<file path="src/rtl/key_tx_scheduler.sv">
// Round-robin key press queue feeding a UART TX over valid/ready, with an idle gap between bytes.
// Optional sticky drop flag: define KEY_TX_SCHEDULER_OVERFLOW_EN to add the overflow port.
module key_tx_scheduler #(
    parameter int unsigned NUM_KEYS   = 4,
    parameter logic [7:0]  CODE_BASE  = 8'h30,
    parameter int unsigned GAP_CYCLES = 16
) (
    input  logic                clock,
    input  logic                reset,
    input  logic [NUM_KEYS-1:0] key_p,
    input  logic                tx_ready,
    output logic                tx_valid,
    output logic [7:0]          tx_data,
    output logic [NUM_KEYS-1:0] pending,
    output logic                busy
`ifdef KEY_TX_SCHEDULER_OVERFLOW_EN
    ,
    output logic                overflow
`endif
);

    localparam int unsigned IW = (NUM_KEYS > 1) ? $clog2(NUM_KEYS) : 1;

    typedef enum logic [1:0] {
        StIdle,
        StSend,
        StGap
    } state_e;

    state_e              state_q, state_d;
    logic [NUM_KEYS-1:0] pending_q, pending_d;
    logic [IW-1:0]       rr_ptr_q, rr_ptr_d;
    logic [15:0]         gap_cnt_q, gap_cnt_d;
    logic                tx_valid_q, tx_valid_d;
    logic [7:0]          tx_data_q, tx_data_d;
    logic                busy_q;

    logic                grant_found;
    logic [IW-1:0]       grant_idx;
    logic [IW-1:0]       search_idx;
    logic [NUM_KEYS-1:0] grant;
    logic [NUM_KEYS-1:0] drop;

    // Search starts just after the last granted key and wraps, so every key gets a turn.
    always_comb begin
        grant_found = 1'b0;
        grant_idx   = '0;
        search_idx  = '0;
        for (int k = 1; k <= int'(NUM_KEYS); k++) begin
            search_idx = IW'((int'(rr_ptr_q) + k) % int'(NUM_KEYS));
            if (!grant_found && pending_q[search_idx]) begin
                grant_found = 1'b1;
                grant_idx   = search_idx;
            end
        end
    end

    always_comb begin
        grant = '0;
        if (state_q == StIdle && grant_found) begin
            grant[grant_idx] = 1'b1;
        end
    end

    // A new press beats a same-cycle grant, so that key is queued again.
    assign pending_d = key_p | (pending_q & ~grant);
    assign drop      = key_p & pending_q & ~grant;

    always_comb begin
        state_d    = state_q;
        rr_ptr_d   = rr_ptr_q;
        gap_cnt_d  = gap_cnt_q;
        tx_valid_d = tx_valid_q;
        tx_data_d  = tx_data_q;
        unique case (state_q)
            StIdle: begin
                if (grant_found) begin
                    rr_ptr_d   = grant_idx;
                    tx_data_d  = CODE_BASE + 8'(grant_idx);
                    tx_valid_d = 1'b1;
                    state_d    = StSend;
                end
            end
            StSend: begin
                if (tx_ready) begin
                    tx_valid_d = 1'b0;
                    if (GAP_CYCLES == 0) begin
                        state_d = StIdle;
                    end else begin
                        gap_cnt_d = 16'(GAP_CYCLES - 1);
                        state_d   = StGap;
                    end
                end
            end
            StGap: begin
                tx_valid_d = 1'b0;
                if (gap_cnt_q == 16'd0) begin
                    state_d = StIdle;
                end else begin
                    gap_cnt_d = gap_cnt_q - 16'd1;
                end
            end
            default: begin
                tx_valid_d = 1'b0;
                state_d    = StIdle;
            end
        endcase
    end

    always_ff @(posedge clock) begin
        if (reset) begin
            state_q    <= StIdle;
            pending_q  <= '0;
            rr_ptr_q   <= IW'(NUM_KEYS - 1);
            gap_cnt_q  <= '0;
            tx_valid_q <= 1'b0;
            tx_data_q  <= 8'h00;
            busy_q     <= 1'b0;
        end else begin
            state_q    <= state_d;
            pending_q  <= pending_d;
            rr_ptr_q   <= rr_ptr_d;
            gap_cnt_q  <= gap_cnt_d;
            tx_valid_q <= tx_valid_d;
            tx_data_q  <= tx_data_d;
            busy_q     <= (state_d != StIdle);
        end
    end

`ifdef KEY_TX_SCHEDULER_OVERFLOW_EN
    logic overflow_q;

    always_ff @(posedge clock) begin
        if (reset) begin
            overflow_q <= 1'b0;
        end else if (|drop) begin
            overflow_q <= 1'b1;
        end
    end

    assign overflow = overflow_q;
`else
    logic unused_drop;
    assign unused_drop = |drop;
`endif

    assign tx_valid = tx_valid_q;
    assign tx_data  = tx_data_q;
    assign pending  = pending_q;
    assign busy     = busy_q;

endmodule
</file>
<file path="config.mk">
export PLATFORM = sky130hd
export DESIGN_NAME = key_tx_scheduler
export DESIGN_NICKNAME = d
export VERILOG_FILES = /design/src/rtl/key_tx_scheduler.sv
export SDC_FILE = /design/constraint.sdc
export NUM_CORES = 1
export LEC_CHECK = 0
export BUFFER_PORTS_ARGS = -buffer_cell sky130_fd_sc_hd__buf_2
export CORE_MARGIN = 5
export CORE_UTILIZATION = 50
export CTS_CLUSTER_SIZE = 20
export DETAILED_ROUTE_END_ITERATION = 8
export GPL_TIMING_DRIVEN = 0
export PLACE_DENSITY = 0.8
export SLEW_MARGIN = 25
export SYNTH_ARGS = -nofsm -noshare
export SYNTH_HDL_FRONTEND = slang
export SYNTH_SLANG_ARGS = --single-unit
</file>
<file path="constraint.sdc">
create_clock -name clock -period 2.3 [get_ports clock]
set_clock_uncertainty 0.2 [all_clocks]
set_input_delay 0.23 -clock clock [delete_from_list [all_inputs] [get_ports clock]]
set_output_delay 0.23 -clock clock [all_outputs]
set_load 0.02 [all_outputs]
</file>
After elaboration in Yosys (flattened, before gate mapping) --
Index checks and enable logic that the tools add are counted.
Storage, ports and cells: flip-flop bits (word level) 34, bits of input ports 7, output and inout port bits 14, word-level logic and storage cells 71
Cells by class: add/sub/neg operators 6, order comparisons 6, equality and inequality tests 5, multiplexer cells 29, bitwise logic cells 3, reduce and logical (&&, ||, !) cells 15
Operator list (number):
- 2-to-1 mux 16 bit | 2
- one-hot mux 16 bit (2 select lines) | 1
- zero test 16 bit | 1
- subtractor 16 x 1 -> 16 bit (second input constant) | 1
- < comparator 2 x 3 -> 1 bit (second input constant) | 5
- 2-to-1 mux 2 bit | 7
- 2-to-1 mux 1 bit | 11
- binary-select mux 1 bit (select 2 bit) | 4
- adder 6 x 2 -> 7 bit (first input constant) | 1
- != test 2 bit (second input constant) | 3
- one-hot mux 2 bit (3 select lines) | 1
- logical AND 1 bit | 5
- adder 2 x 1 -> 2 bit (second input constant) | 2
- adder 2 bit (second input constant) | 2
- bitwise AND 4 bit | 1
- 2-to-1 mux 4 bit | 1
- NOT 4 bit | 1
- OR 4 bit | 1
- AND reduction 2 bit | 2
- nonzero test 2 bit | 2
- zero test 1 bit | 3
- AND reduction 3 bit | 1
- demux 1 bit (select 2 bit) | 1
- equality test 2 x 1 -> 1 bit (second input constant) | 1
- other kinds (4) | 4

Logic depth before layout (Yosys ltp) --
Gate-level depths: netlist (run 1).
depth in word-level cells 21, gate-level depth with buffers 7

Least setup slack after synthesis (run 1) --
Ideal clock, no wire load.
path type register -> register, start point reg gap_cnt_q[7], end point reg busy_q, in the netlist busy, library setup time 0.128 ns, arrival time 2.043 ns, data required time 1.972 ns, slack -0.071 ns, stages on the path, launching flop included 8, period minus slack after synthesis 2.371 ns, cell sequence dfxtp_1 -> or4_1 -> buf_2 -> or4_4 -> buf_6 -> o21a_4 -> nor3_1 -> nor2_1
Between the ends: word-level cells in the longest chain between the ends 4
Ends and longest elaborated chain:
- start: declaration | line 33 | logic [15:0] gap_cnt_q, gap_cnt_d;
- start signal: assignment | line 123 | gap_cnt_q <= gap_cnt_d;
- zero test 16 bit | line 97 | if (gap_cnt_q == 16'd0) begin
- 2-to-1 mux 2 bit | line 97
- one-hot mux 2 bit (3 select lines) | line 75 | unique case (state_q)
- nonzero test 2 bit | line 126 | busy_q <= (state_d != StIdle);
- end signal: assignment | line 126
- end: declaration | line 36 | logic busy_q;
Every way passes these cells. A chain may end at the register's enable or synchronous reset.

Worst setup path after layout (run 1) --
start point reg gap_cnt_q[10], end point reg gap_cnt_q[0]
Between the ends: word-level cells in the longest chain between the ends 3
Ends and longest elaborated chain (line):
- zero test 16 bit | 97
- != test 2 bit (no source line)
- AND reduction 3 bit (no source line)
Every way passes these cells.

==> results of run 1 <==
## per-stage QoR
stage	hold slack [ps]	std cells	cell area, sq um
after detailed placement	261	215	1540
after global placement	244	215	1540
after CTS	160	231	1710
after floorplan	159	169	1420
final	159	234	1760
after global routing	192	234	1760
## routing by layer
metal | vias to the layer above | GRT usage, %
li1 | 657 | -
met1 | 641 | 17.8
met2 | 50 | 34.3
met3 | 6 | 5.94
met4 | 0 | 7.69
met5 | - | 0
## synthesized netlist by cell type, drive strengths merged, types with 3 or more instances
cell type,n
xor2,6
nor4,4
nand2b,5
buf,7
nor2,27
nand2,9
nand3,3
or4,7
nor3b,3
or3,3
nor3,12
o21ai,7
a21oi,11
inv,4
clkbuf,4
a211oi,3
dfxtp,29
## worst max-delay path, cell delays in order, from the launching register on
cell      delay [ps]
dfxtp_2          330
or4_4            540
or4_4            550
buf_6            160
o21a_4           240
nor3_4           220
a211oi_2          50
## what timing repair did
action,CTS,global route
endpoints found under the hold margin,5,0
gates resized for setup,8,5
setup endpoints to repair,9,15
buffers inserted,3,3
gates cloned,1,1
hold buffers,5,0
pin swaps,3,10
## logic make-up after synthesis
group | after synthesis | synth area share (%)
and+or+nand+nor | 80 | 30.0
AOI/OAI and AO/OA | 32 | 15.5
DFF | 29 | 42.0
buffers and inverters | 15 | 6.06
xor gates and xnor gates | 7 | 4.43
adders and majority gates | 1 | 0.905
other | 1 | 0.271
muxes | 1 | 0.814
## report_power, final
group,switching (mW),internal (mW)
registers,0.0605,0.560
logic,0.324,0.240
clock network,0.169,0.144
total,0.554,0.944
## area by class of cell
cell class	instances	area [sq um]
tap	31	38.8
sequential	29	584
timing repair buffer	27	175
fill	225	948
inverter	4	15.0
multi-input combinational	126	830
buffer	10	63.8
clock buffer	7	55.1
## registers in the layout, summed over array words and instances (netlist names)
register	count
state_q	2
pending	4
tx_valid	1
tx_data	3
rr_ptr_q	2
busy	1
gap_cnt_q	16
## final timing paths
kind / cells past startpoint / slack [ps] / end / startpoint
hold / removal: 2 / 160 / pending[1] / reset
setup reg to reg: 6 / -110 / gap_cnt_q[0] / gap_cnt_q[10]
setup / recovery: 6 / -110 / gap_cnt_q[0] / gap_cnt_q[10]
hold reg to reg: 2 / 280 / tx_data[1] / tx_data[1]
==> impl_metrics.ini, run 1 <==
[clocking]
insertion_delay_ps = 340
cts_made_buffers = 5
cts_tree = yes
clkTransAtPathRegs_ps = 90
h-tree-depth = 2
clock-root-buffer = clkbuf_4
cts_buffer_depth = 2
clkSinkCount = 29

[logic_synthesis]
synth_edf_count = 0
syn_area_sq_um = 1380
yosys.area.top_type = dfxtp_1
yosys_register_bits = 29
syn_inst = 166
synth_flop_cell = dfxtp_1
yosys_warnings = 0
synthArstFlopShare_pct = 0
ys_types = 40
synth.avg_cell_area_sq_um = 8.33
synth_top_cell_area_share_pct = 42.0
synth_area_leaders = dfxtp_1 (42%), nor2_1 (7.3%), nor3_1 (4.3%)
ys_seq_area_share_pct = 42.0

[power]
p_total_mw = 1.50
p_leak_nw = 0.718
p_per_area_nw_per_um2 = 850
vdd_drop_max_mv = 0.728

[cells_and_area]
diodes = 0
drive_above_1_share_pct = 25.6
mostFrequentLayoutCells = nor2_1 (27), dfxtp_1 (26), buf_2 (16)
final_nets = 211
area_delta_synth_final_pct = 27.4
fin_util_pct = 65.0
layout_commonest_cell = nor2_1

[sta]
max-slew-margin-rel_pct = 38.6
fin_crit_ps = 2410
max_freq_mhz = 414
finalCritPeriodShare_pct = 105
final_max_slew_viol_count = 0
hold_viol = 0
finalSetupTns_ps = -153
rsz0062_at_grt = true
setup-violations-final = 4
worst_pin_slew_ps = 898
fin_ws_ps = -114

[run_status]
status = finished, violations left
violations = setup timing

[critical_path]
critPathRequiredTime_ps = 2300
crit_arrival_ps = 2410
start_kind = flip-flop
cp_max_fo = 6
worstSetupPathType = flip-flop to flip-flop
worstSetupEndpointType = flip-flop

[floorplanning]
fp.dieArea_sq_um = 3920
fp-row-count = 19
die_y_um = 62.6
die_w_um = 62.6
core_region_area_sq_um = 2710
ios = 21
start_util_pct = 51.0

[global_route]
antenna_found_initial = 0
grt_pass1_wl_mm = 5.76
grt_max_degree = 11
globalRouteTotalUtil_pct = 18.2
overflow = 0
grt_pass1_vias = 1271

[detailed_routing]
post_drt_wl_per_cell_um = 15.2
ant_nets = 0
vias = 1354
route.detailed.drc = 0
top_layer = met4
drt_first_pass_iters = 4
wl_met2_mm = 1.92
wl_met1_mm = 1.36
drt_first_iter_violations = 61
viasPerCell = 5.79
drt_wl_total_mm = 3.57
wl_met3_um = 220

[placed_design]
place_hpwl_mm = 2.17
place.gp.congestion = 0.760
port_buffers = 15
place_ws_ps = -101

[flow_run]
maxCapViolations = 0

[hold_path]
hp-class = primary input to flip-flop
(Power assumes the default switching activity.)
==> inputs of run 2 (changes only) <==
--- a/config.mk
+++ b/config.mk
@@ -5,13 +5,14 @@
 export SDC_FILE = /design/constraint.sdc
 export NUM_CORES = 1
 export LEC_CHECK = 0
+export ABC_AREA = 1
 export BUFFER_PORTS_ARGS = -buffer_cell sky130_fd_sc_hd__buf_2
 export CORE_MARGIN = 5
-export CORE_UTILIZATION = 50
+export CORE_UTILIZATION = 52
 export CTS_CLUSTER_SIZE = 20
 export DETAILED_ROUTE_END_ITERATION = 8
 export GPL_TIMING_DRIVEN = 0
-export PLACE_DENSITY = 0.8
+export PLACE_DENSITY = 0.81
 export SLEW_MARGIN = 25
 export SYNTH_ARGS = -nofsm -noshare
 export SYNTH_HDL_FRONTEND = slang
==> run 2 against run 1 <==
Die area up 20%. Sequential power rose by 24%. Area after synthesis increased by 29%. Clock-buffer cell count unchanged. Combinational power rose to 3.4 times the previous value. Highest routed layer unchanged. The run now ends clean.
==> impl_metrics.ini, run 2 <==
[sta]
fin_crit_ps = 2020
hold_viol = 0
rsz0062_at_grt = false
max_freq_mhz = 494
finalSetupTns_ps = 0
setup-violations-final = 0
finalCritPeriodShare_pct = 87.9
final_max_slew_viol_count = 0
worst_pin_slew_ps = 532
max-slew-margin-rel_pct = 64.3

[detailed_routing]
drt_wl_total_mm = 3.63
drt_first_pass_iters = 4
drt_first_iter_violations = 112
ant_nets = 0
viasPerCell = 4.89
vias = 1668
route.detailed.drc = 0
post_drt_wl_per_cell_um = 10.6

[critical_path]
worstSetupPathType = flip-flop to flip-flop
r2r-start = gap_cnt_q[0]
r2r-end = gap_cnt_q[1]
endpoint = gap_cnt_q[1]
crit_path_start = gap_cnt_q[0]
worstSetupEndpointType = flip-flop
cp_max_fo = 10
r2r_cells = 10
critPathRequiredTime_ps = 2300
start_kind = flip-flop
crit_arrival_ps = 2030
rrSetupSlack_ps = 280

[clocking]
clkSinkCount = 29
post_cts_buffers = 0
ctsResizeCount = 0
cts_tree = yes
clkTransAtPathRegs_ps = 80
clock-root-buffer = clkbuf_4
cts_made_buffers = 5
h-tree-depth = 2
insertion_delay_ps = 340
cts_buffer_depth = 2

[cells_and_area]
area_delta_synth_final_pct = 15.3
seqCellArea_sq_um = 581
fin_util_pct = 61.8
fillers = 311
diodes = 0
mostFrequentLayoutCells = nand2_1 (73), nor2_1 (33), dfxtp_1 (29)
layout_commonest_cell = nand2_1
drive_above_1_share_pct = 21.4
multiInputGateArea_sq_um = 1020
largest_reg_flops = 16
regMostFlops = gap_cnt_q
final_nets = 302

[logic_synthesis]
yosys_register_bits = 29
ys_seq_area_share_pct = 32.5
synth_top_family_by_area = simple AND/OR/NAND/NOR gates
yosys_warnings = 0
yosysMostFrequentCell = nand2_1
synth.avg_cell_area_sq_um = 6.80
syn_area_sq_um = 1790
synth_compound_area_share_pct = 12.0
synth_edf_count = 0
synthArstFlopShare_pct = 0
synthAdderAreaFrac_pct = 0.700
syn_inst = 263
synth_top_cell_area_share_pct = 32.5
ys_types = 34
synth-simple-area-share_pct = 41.4
synth_area_leaders = dfxtp_1 (32%), nand2_1 (15%), nor2_1 (6.9%)
synth_xor_xnor_area_share_pct = 1.96
synth_common_cells = nand2_1 (73), nor2_1 (33), dfxtp_1 (29), inv_1 (20), a21oi_1 (19)
synth_flop_cell = dfxtp_1
yosys.area.top_type = dfxtp_1
synth_mux_area_share_pct = 0

[floorplanning]
fp.dieArea_sq_um = 4710
core_region_area_sq_um = 3340
fp-row-count = 21
start_util_pct = 53.6
ios = 21
die_w_um = 68.6
die_y_um = 68.6

[power]
internal-power_mw = 1.53
p_total_mw = 3.04
vdd_drop_max_mv = 0.634
clock_power_share_pct = 11.7
p_leak_nw = 1.00
comb_power_share_pct = 63.0
switching_share_pct = 49.7
netSwitchingPower_mw = 1.51
seqPwrFrac_pct = 25.3
p_per_area_nw_per_um2 = 1470

[placed_design]
place_hpwl_mm = 2.74
place.gp.congestion = 0.921
port_buffers = 15

[run_status]
status = completed

[global_route]
overflow = 0
grt_max_degree = 11
antenna_found_initial = 0
grt_pass1_wl_mm = 6.33
globalRouteTotalUtil_pct = 18.1
grt_pass1_vias = 1469

[hold_path]
hp-class = flip-flop to flip-flop

[flow_run]
maxCapViolations = 0
[run 2: how the worst min path moves through the flow]
stage | startpoint | to | depth (start not counted) | slack (ps)
6_report | tx_data[1] | tx_data[1] | 2 | 270
5_1_grt | tx_valid | tx_valid | 2 | 300
4_1_cts | tx_valid | tx_valid | 2 | 280
2_1_floorplan | key_p[1] | pending[1] | 2 | 150
3_5_place_dp | reset | pending[0] | 2 | 230
3_3_place_gp | reset | pending[0] | 2 | 230
[run 2: kinds of logic after synthesis]
family / Yosys count
fa+ha+maj: 1
buf+inv: 37
xor+xnor: 4
compound gates: 37
other cells: 1
simple gates: 154
flops: 29
[run 2: timing repair]
action,in CTS,in global routing
hold buffers,6,0
endpoints found under the setup margin,0,0
hold endpoints to repair,9,0
[run 2: layout make-up]
| type | instances | area share, % |
|---|---|---|
| Buffer | 11 | 4.73 |
| Clock buffer | 7 | 3.16 |
| Clock inverter | 1 | 0.243 |
| Inverter | 26 | 5.10 |
| Multi-Input combinational cell | 200 | 49.3 |
| Sequential cell | 29 | 28.2 |
| Tap cell | 46 | 2.79 |
| Timing Repair Buffer | 21 | 6.55 |
[run 2: critical path: stages, from the launching register on]
cell and delay (ps):
dfxtp_1 320, inv_1 100, ha_1 220, nand3_1 170
nor2_2 170, nand2_1 90, nand2_2 100, o21ai_2 120
buf_6 170, o21ai_0 170, a31oi_1 60
[run 2: through the flow]
| step | setup slack, ps | instances | area, sq um | hold WS [ps] |
|---|---|---|---|---|
| floorplan | 576 | 266 | 1800 | 147 |
| global placement | 362 | 327 | 1930 | 234 |
| detailed placement | 307 | 327 | 1930 | 235 |
| CTS | 296 | 341 | 2060 | 276 |
| global route | 106 | 341 | 2060 | 299 |
| finish | 277 | 341 | 2060 | 274 |
[run 2: power groups by stage]
stage	combinational, mW	sequential, mW	clock, mW
after floorplan	1.52	0.817	0
after global placement	1.87	0.776	0
after detailed placement	1.90	0.780	0
after CTS	1.92	0.770	0.365
after global routing	2.18	0.792	0.387
final	1.92	0.770	0.354
[run 2: per-layer routing]
metal	GRT usage, %	routed length (um)	vias to the layer above
met5	0	0	-
met3	5.35	179	7
met1	23.7	1800	730
li1	-	-	902
met2	27.7	1590	29
met4	7.44	67	0
==> inputs of run 3 (changes only) <==
==> constraint.sdc (replaced) <==
create_clock -name clock -period 2.3 [get_ports clock]
set_clock_uncertainty 0.2 [all_clocks]
set_input_delay 0.23 -clock clock [delete_from_list [all_inputs] [get_ports clock]]
set_output_delay 0.23 -clock clock [all_outputs]
set_load 0.1 [all_outputs]
==> run 3 against run 2 <==
Register-to-register slack better by 70 ps. Non-clock buffer count is the same. Global-route usage down 0.23 points. Largest cell class unchanged. Via count rose by 1.4%. Maximum frequency up 3.7%.
==> impl_metrics.ini, run 3 (same netlist as run 2, synthesis figures left out) <==
[clocking]
insertion_delay_ps = 320
clock-root-buffer = clkbuf_4
post_cts_buffers = 0
cts_buffer_depth = 2
cts_made_buffers = 5
h-tree-depth = 2
clkTransAtPathRegs_ps = 100
holdBufCountCts = 6
ctsResizeCount = 0
cts_tree = yes
clkSinkCount = 29

[sta]
setup-violations-final = 0
finalCritPeriodShare_pct = 84.8
max-slew-margin-rel_pct = 65.3
worst_pin_slew_ps = 517
whs_ps = 270
finalSetupTns_ps = 0
rsz0062_at_grt = false
max_freq_mhz = 512
hold_viol = 0
fin_ws_ps = 349
final_max_slew_viol_count = 0
fin_crit_ps = 1950

[global_route]
overflow = 0
globalRouteTotalUtil_pct = 17.9
grt_pass1_vias = 1469
grt_max_degree = 11
busiest_layer = met2
use_met1_pct = 23.9
grt_pass1_wl_mm = 6.40
antenna_found_initial = 0
gr-usage-met3_pct = 5.02
use_met2_pct = 27.8

[critical_path]
start_kind = flip-flop
worstSetupPathType = flip-flop to flip-flop
worstSetupEndpointType = flip-flop
crit_arrival_ps = 1940
critPathRequiredTime_ps = 2290
cp_max_fo = 10
rrSetupSlack_ps = 350

[cells_and_area]
regMostFlops = gap_cnt_q
area_delta_synth_final_pct = 14.3
mostFrequentLayoutCells = nand2_1 (73), nor2_1 (33), dfxtp_1 (28)
drive_above_1_share_pct = 21.4
fillers = 331
layout_commonest_cell = nand2_1
largest_reg_flops = 16
final_nets = 302
diodes = 0

[placed_design]
place_ws_ps = 372
place_hpwl_mm = 2.73
port_buffers = 15
place.gp.congestion = 0.900

[flow_run]
maxCapViolations = 0

[detailed_routing]
drt_first_pass_iters = 4
drt_wl_total_mm = 3.71
route.detailed.drc = 0
drt_first_iter_violations = 141
vias = 1692
ant_nets = 0
post_drt_wl_per_cell_um = 10.9
viasPerCell = 4.96

[floorplanning]
fp-row-count = 21
die_y_um = 68.6
start_util_pct = 53.6
fp.dieArea_sq_um = 4710
die_w_um = 68.6
core_region_area_sq_um = 3340
ios = 21

[run_status]
status = completed

[hold_path]
hp-class = flip-flop to flip-flop
-- run 3: cell types whose count changed in the layout (fill, tap and decap cells not counted) --
| cell | change |
|---|---|
| clkbuf_8 | -2 |
| dfxtp_2 | +1 |
| clkbuf_1 | +1 |
| dfxtp_1 | -1 |
| clkinv_2 | +1 |
-- run 3: final cells by class --
cell class	count	area, sq um	share of cell area [%]
Clock inverter	2	10.0	0.490
Buffer	11	97.6	4.77
Sequential cell	29	582	28.5
Multi-Input combinational cell	200	1020	49.7
Clock buffer	6	41.3	2.02
Tap cell	46	57.6	2.82
Timing Repair Buffer	21	135	6.61
Inverter	26	105	5.14
-- run 3: metrics by stage --
stage | cells | utilization [%] | area (sq um)
2_1_floorplan | 266 | - | 1800
3_3_place_gp | 327 | 57.9 | 1930
3_5_place_dp | 327 | 57.9 | 1930
4_1_cts | 341 | 61.3 | 2040
5_1_grt | 341 | 61.3 | 2040
6_report | 341 | 61.3 | 2040
-- run 3: critical path, cell delays in order, from the launching register on --
cell and delay, ps:
dfxtp_1 320, inv_1 100, ha_1 230, nand3_1 160, nor2_2 150, nand2_1 80
nand2_2 90, o21ai_2 120, buf_6 170, o21ai_0 150, a31oi_1 60
-- run 3: metal layers --
layer / vias to the layer above / share of wire, %
met3: 2 / 6.3
met4: 0 / 0.51
met5: - / 0
met2: 46 / 46
met1: 754 / 47
li1: 890 / -
-- run 3: final timing paths --
path	startpoint	end	cells past startpoint
max reg2reg	gap_cnt_q[0]	gap_cnt_q[1]	10
min reg2reg	tx_valid	tx_valid	2
min	tx_valid	tx_valid	2
max	gap_cnt_q[0]	gap_cnt_q[1]	10
Power of run 3 is not shown: default switching activity piles up to over one toggle a cycle in this logic, so the estimate is an artifact.
